$ cat src/rtl/arb_pkg.sv
// Shared constants, state encoding and channel-to-bit helper for the 8-channel
// round-robin arbiter. Channel 0 maps to bit 7 (MSB-first, encoder code order).
package arb_pkg;
  localparam int N     = 8;
  localparam int IDX_W = 3;

  typedef enum logic {IDLE, GRANT} state_e;

  function automatic logic [N-1:0] ch2bit(input logic [IDX_W-1:0] idx);
    return 8'b1000_0000 >> idx;
  endfunction
endpackage

$ cat src/rtl/rr_pick.sv
// Combinational round-robin picker: first set candidate channel at or after ptr,
// wrapping 7 -> 0, returned as one-hot plus channel index.
module rr_pick
  import arb_pkg::*;
(
  input  logic [N-1:0]     cand,
  input  logic [IDX_W-1:0] ptr,
  output logic [N-1:0]     onehot,
  output logic [IDX_W-1:0] idx,
  output logic             any_o
);

  logic [IDX_W-1:0] w_ch;
  logic [IDX_W-1:0] w_bit;

  always_comb begin
    onehot = '0;
    idx    = '0;
    any_o  = 1'b0;
    w_ch   = '0;
    w_bit  = '0;
    for (int k = 0; k < N; k++) begin
      w_ch  = ptr + IDX_W'(k);
      // channel c lives at bit 7-c, which for a 3-bit index is simply ~c
      w_bit = ~w_ch;
      if (!any_o && cand[w_bit]) begin
        any_o  = 1'b1;
        idx    = w_ch;
        onehot = ch2bit(w_ch);
      end
    end
  end

endmodule

$ cat src/rtl/req_rr_arbiter_8.sv
// Round-robin request arbiter feeding the 8-to-3 encoder: sticky pending bits,
// registered strictly one-hot grant with valid/ready handshake.
module req_rr_arbiter_8
  import arb_pkg::*;
(
  input  logic         clk,
  input  logic         rst_n,
  input  logic [N-1:0] req_i,
  output logic [N-1:0] grant_o,
  output logic         grant_valid_o,
  input  logic         grant_ready_i,
  output logic [N-1:0] pending_o
);

  state_e           r_state, w_state_nxt;
  logic [N-1:0]     r_grant, w_grant_nxt;
  logic [IDX_W-1:0] r_gidx, w_gidx_nxt;
  logic [IDX_W-1:0] r_ptr, w_ptr_nxt;
  logic [N-1:0]     r_pend;

  logic             w_accept;
  logic [N-1:0]     w_clr;
  logic [N-1:0]     w_cand;
  logic [IDX_W-1:0] w_pick_ptr;
  logic [N-1:0]     w_pick_oh;
  logic [IDX_W-1:0] w_pick_idx;
  logic             w_pick_any;

  assign w_accept = (r_state == GRANT) && grant_ready_i;
  assign w_clr    = w_accept ? r_grant : '0;
  assign w_cand   = r_pend & ~w_clr;
  // on an accept the search already starts from the advanced pointer
  assign w_pick_ptr = w_accept ? r_gidx + 3'd1 : r_ptr;

  rr_pick u_pick (
    .cand   (w_cand),
    .ptr    (w_pick_ptr),
    .onehot (w_pick_oh),
    .idx    (w_pick_idx),
    .any_o  (w_pick_any)
  );

  always_comb begin
    w_state_nxt = r_state;
    w_grant_nxt = r_grant;
    w_gidx_nxt  = r_gidx;
    w_ptr_nxt   = r_ptr;
    case (r_state)
      IDLE: begin
        if (w_pick_any) begin
          w_state_nxt = GRANT;
          w_grant_nxt = w_pick_oh;
          w_gidx_nxt  = w_pick_idx;
        end
      end
      GRANT: begin
        if (w_accept) begin
          w_ptr_nxt = r_gidx + 3'd1;
          if (w_pick_any) begin
            w_grant_nxt = w_pick_oh;
            w_gidx_nxt  = w_pick_idx;
          end else begin
            w_state_nxt = IDLE;
            w_grant_nxt = '0;
          end
        end
      end
      default: begin
        w_state_nxt = IDLE;
        w_grant_nxt = '0;
      end
    endcase
  end

  always_ff @(posedge clk or negedge rst_n) begin
    if (!rst_n) begin
      r_state <= IDLE;
      r_grant <= '0;
      r_gidx  <= '0;
      r_ptr   <= '0;
      r_pend  <= '0;
    end else begin
      r_state <= w_state_nxt;
      r_grant <= w_grant_nxt;
      r_gidx  <= w_gidx_nxt;
      r_ptr   <= w_ptr_nxt;
      r_pend  <= (r_pend & ~w_clr) | req_i;
    end
  end

  assign grant_o       = r_grant;
  assign grant_valid_o = (r_state == GRANT);
  assign pending_o     = r_pend;

endmodule

$ cat config.mk
export PLATFORM = sky130hd
export DESIGN_NAME = req_rr_arbiter_8
export DESIGN_NICKNAME = d
export VERILOG_FILES = /design/src/rtl/arb_pkg.sv /design/src/rtl/rr_pick.sv /design/src/rtl/req_rr_arbiter_8.sv
export SDC_FILE = /design/constraint.sdc
export NUM_CORES = 1
export LEC_CHECK = 0
export ABC_AREA = 0
export BUFFER_PORTS_ARGS = -buffer_cell sky130_fd_sc_hd__buf_2
export CAP_MARGIN = 20
export CORE_MARGIN = 4
export CORE_UTILIZATION = 55
export DETAILED_ROUTE_END_ITERATION = 10
export PLACE_DENSITY = 0.75
export SYNTH_ARGS = -nofsm -noshare
export SYNTH_HDL_FRONTEND = slang
export SYNTH_SLANG_ARGS = --single-unit
$ cat constraint.sdc
create_clock -name clk -period 9.1 [get_ports clk]
set_input_delay 0.91 -clock clk [delete_from_list [all_inputs] [get_ports clk]]
set_output_delay 0.91 -clock clk [all_outputs]
set_load 0.01 [all_outputs]
==> metrics <==
status=complete, no violations; FF-to-FF Start=r_gidx[0]$_DFFE_PN0P_; HP Start=r_gidx[1]$_DFFE_PN0P_; Routed wire per std cell=24.2 um; Syn Inst Count=360; # IOs=28; CTS H-tree depth=1; Setup TNS=0 ps; Worst R2R End=grant_o[2]$_DFFE_PN0P_; nature of the critical path startpoint=flip-flop; Final min period=5120 ps; ys async rst share=100%; worst path required time=9310 ps; Top Usage Layer GRT=met2; Starting Density=56.9%; CTS buffer count=3; vias in the first global route=3102; Max-cap violations=0; most common flop cell mapped by yosys=dfrtp_1; Mapped Area=2920 sq um; Final Skew=6.56 ps; Slowest-stage cell, CP=dfrtp_1; total track usage=34.2%; GR Overflow Total=0; power per cell area=450 nW/um^2; clk_lat worst skew=280 ps; Post-synth EDFFs=0; CTS Hold Buffers Added=0; Syn. warnings=0; Seq cells post-synth=23; Net Count, Synth=374; wirelength, routed=10700 um; Ant. Diodes=0; DR DRC count=0; DP Wirelength=8120 um; Final setup viols=0; Vias=3346; DR iter-0 viols=729; antenna violations before repair=0; sequential cell area fraction in the yosys report=19.7%; largest net degree at the start of global routing=24; # fillers=511; Worst-path clk slew=90 ps; worst hold path class=reg -> reg; RSZ-0062 raised after global routing=no; antenna viol nets, final=0; core area=5140 sq um; Crit Path Class=reg -> reg; Leak=0.00117 uW; Peak VDD IR=0.174 mV; Critical path destination=grant_o[2]$_DFFE_PN0P_; drt pass-1 iters=6; CP dominant cell by count=ha_1; share of cells above drive strength 1=19.9%; cells along the critical path=ha_1 > nand3_1 > and2_4 > clkinv_2 > nand2_1 > inv_1 > ha_1 > a21boi_1 > o211ai_4 > a2111oi_4 > or4b_1 > a32o_1 > o21ai_2; Synth cell types=89; clk sinks=23; first-pass GRT wire length=17100 um; dpl cell area=3030 sq um; Via density=7.57; Final Cycle Share=56.3%; hold depth=2; CP endpoint kind=flip-flop; beginning of the critical path=r_gidx[0]$_DFFE_PN0P_; Row Count=26; Worst R2R Path Depth=13; CTS resizes=0; reg2reg setup slack=3980 ps; Die ar.=6550 sq um; Die Ht=80.9 um; Max Clk Rate=0.195 GHz; Mean Syn Cell Area=8.12 sq um; fin area=3080 sq um; Post CTS Setup Buffer Count=0; I/O Buffers=27; Die Wd=80.9 um; Final nets=387; most frequent cells in the layout=nand2_1, nor2_1, buf_2; worst rel slew slack=23.5%; CP max FO=21; Final Hold Vio Count=0; GR Layer Usage met1=47.4%; fin. max-slew vios=0; crit path DAT=5340 ps; Area Growth Syn to Fin=5.43%; most common cell after layout, fill and taps aside=nand2_1; Max Buffers Root-to-Sink=2; clk root buf=clkbuf_8; slew of the pin with the lowest slew margin=1140 ps; CTS tree=done; slowest stage delay, CP=770 ps; global-route met2 utilization=52.5%; Placer Congestion=1.07; M3 GR Usage=6.54%
metrics by stage:
step	instances	power [uW]	setup slack, ps	hold WS [ps]	utilization, %
final	442	1390	3980	537	60.0
after global routing	442	1460	3670	581	60.0
after CTS	442	1340	4120	539	60.0
after detailed placement	438	1260	4140	525	59.0
after global placement	438	1280	4040	539	59.0
after floorplan	360	1000	5270	498	-
worst max-delay path: cells and delay by family (launching register included):
family                   cells  cell delay (ps)
flip-flops                   1              770
AO/OA/AOI/OAI                5             1480
AND/OR/NAND/NOR              4             1190
adder cells (fa/ha/maj)      2             1090
buffers and inverters        2              510
power by group:
| group | leakage (uW) | switching [uW] | total (uW) | internal, uW |
|---|---|---|---|---|
| clock network | 0.0000217 | 37.8 | 68.9 | 31.1 |
| registers | 0.000257 | 58.9 | 190 | 131 |
| logic | 0.000890 | 760 | 1130 | 367 |
| total | 0.00117 | 857 | 1390 | 529 |
logic make-up (layout without fill, tap and decap cells):
kind of cell / Yosys count / count (layout) / synth area share [%]
DFF: 23 / 23 / 19.7
and+or+nand+nor: 154 / 154 / 28.5
adders and majority gates: 3 / 3 / 1.28
xor gates and xnor gates: 3 / 3 / 1.16
AOI/OAI and AO/OA: 133 / 133 / 36.5
muxes: 19 / 19 / 8.00
buffers and inverters: 25 / 37 / 4.79
how the worst min path moves through the flow:
| stage | to | slack, ps |
|---|---|---|
| final | r_gidx[1]$_DFFE_PN0P_ | 540 |
| after global routing | r_gidx[1]$_DFFE_PN0P_ | 580 |
| after CTS | r_gidx[1]$_DFFE_PN0P_ | 540 |
| after detailed placement | r_gidx[1]$_DFFE_PN0P_ | 530 |
| after global placement | r_gidx[1]$_DFFE_PN0P_ | 540 |
| after floorplan | r_gidx[1]$_DFFE_PN0P_ | 500 |
sequential cells by signal, indices dropped and copies added (netlist names):
name,cells
grant_o,8
pending_o,8
r_gidx,3
r_ptr,3
grant_valid_o,1
per-layer routing:
layer,vias up,part of all wire (%)
met4,0,4.8
met1,1531,39
met5,-,0
li1,1449,-
met2,287,44
met3,79,12
cell usage after synthesis, drive strengths merged (3+ instances only):
cell / count / area, sq um
o31a: 4 / 35.0
a31oi: 4 / 25.0
nand3: 20 / 105
nor2: 34 / 133
a211oi: 10 / 97.6
nand4: 3 / 18.8
o311ai: 4 / 35.0
or3b: 3 / 26.3
o31ai: 7 / 52.6
mux2: 6 / 71.3
nand3b: 4 / 30.0
buf: 13 / 93.8
a221oi: 3 / 32.5
nor2b: 3 / 18.8
dfrtp: 23 / 576
o211ai: 5 / 56.3
a21boi: 5 / 37.5
a21o: 12 / 91.3
nand2b: 5 / 31.3
a21oi: 21 / 109
a32o: 4 / 40.0
ha: 3 / 37.5
and2: 8 / 52.6
clkbuf: 7 / 26.3
mux2i: 11 / 118
a31o: 4 / 35.0
inv: 4 / 15.0
o21ai: 17 / 88.8
nor3: 10 / 70.1
nand2: 43 / 161
o22ai: 5 / 31.3
a22oi: 4 / 30.0
nor4: 7 / 73.8
cell type report:
| class | count | area, sq um | share of cell area (%) |
|---|---|---|---|
| Clock buffer | 3 | 41.3 | 1.34 |
| Inverter | 5 | 20.0 | 0.649 |
| Tap cell | 70 | 87.6 | 2.84 |
| Sequential cell | 23 | 576 | 18.7 |
| Clock inverter | 1 | 7.51 | 0.244 |
| Timing Repair Buffer | 28 | 143 | 4.63 |
| Multi-Input combinational cell | 312 | 2210 | 71.6 |
Power figures use the tool's default switching activity.
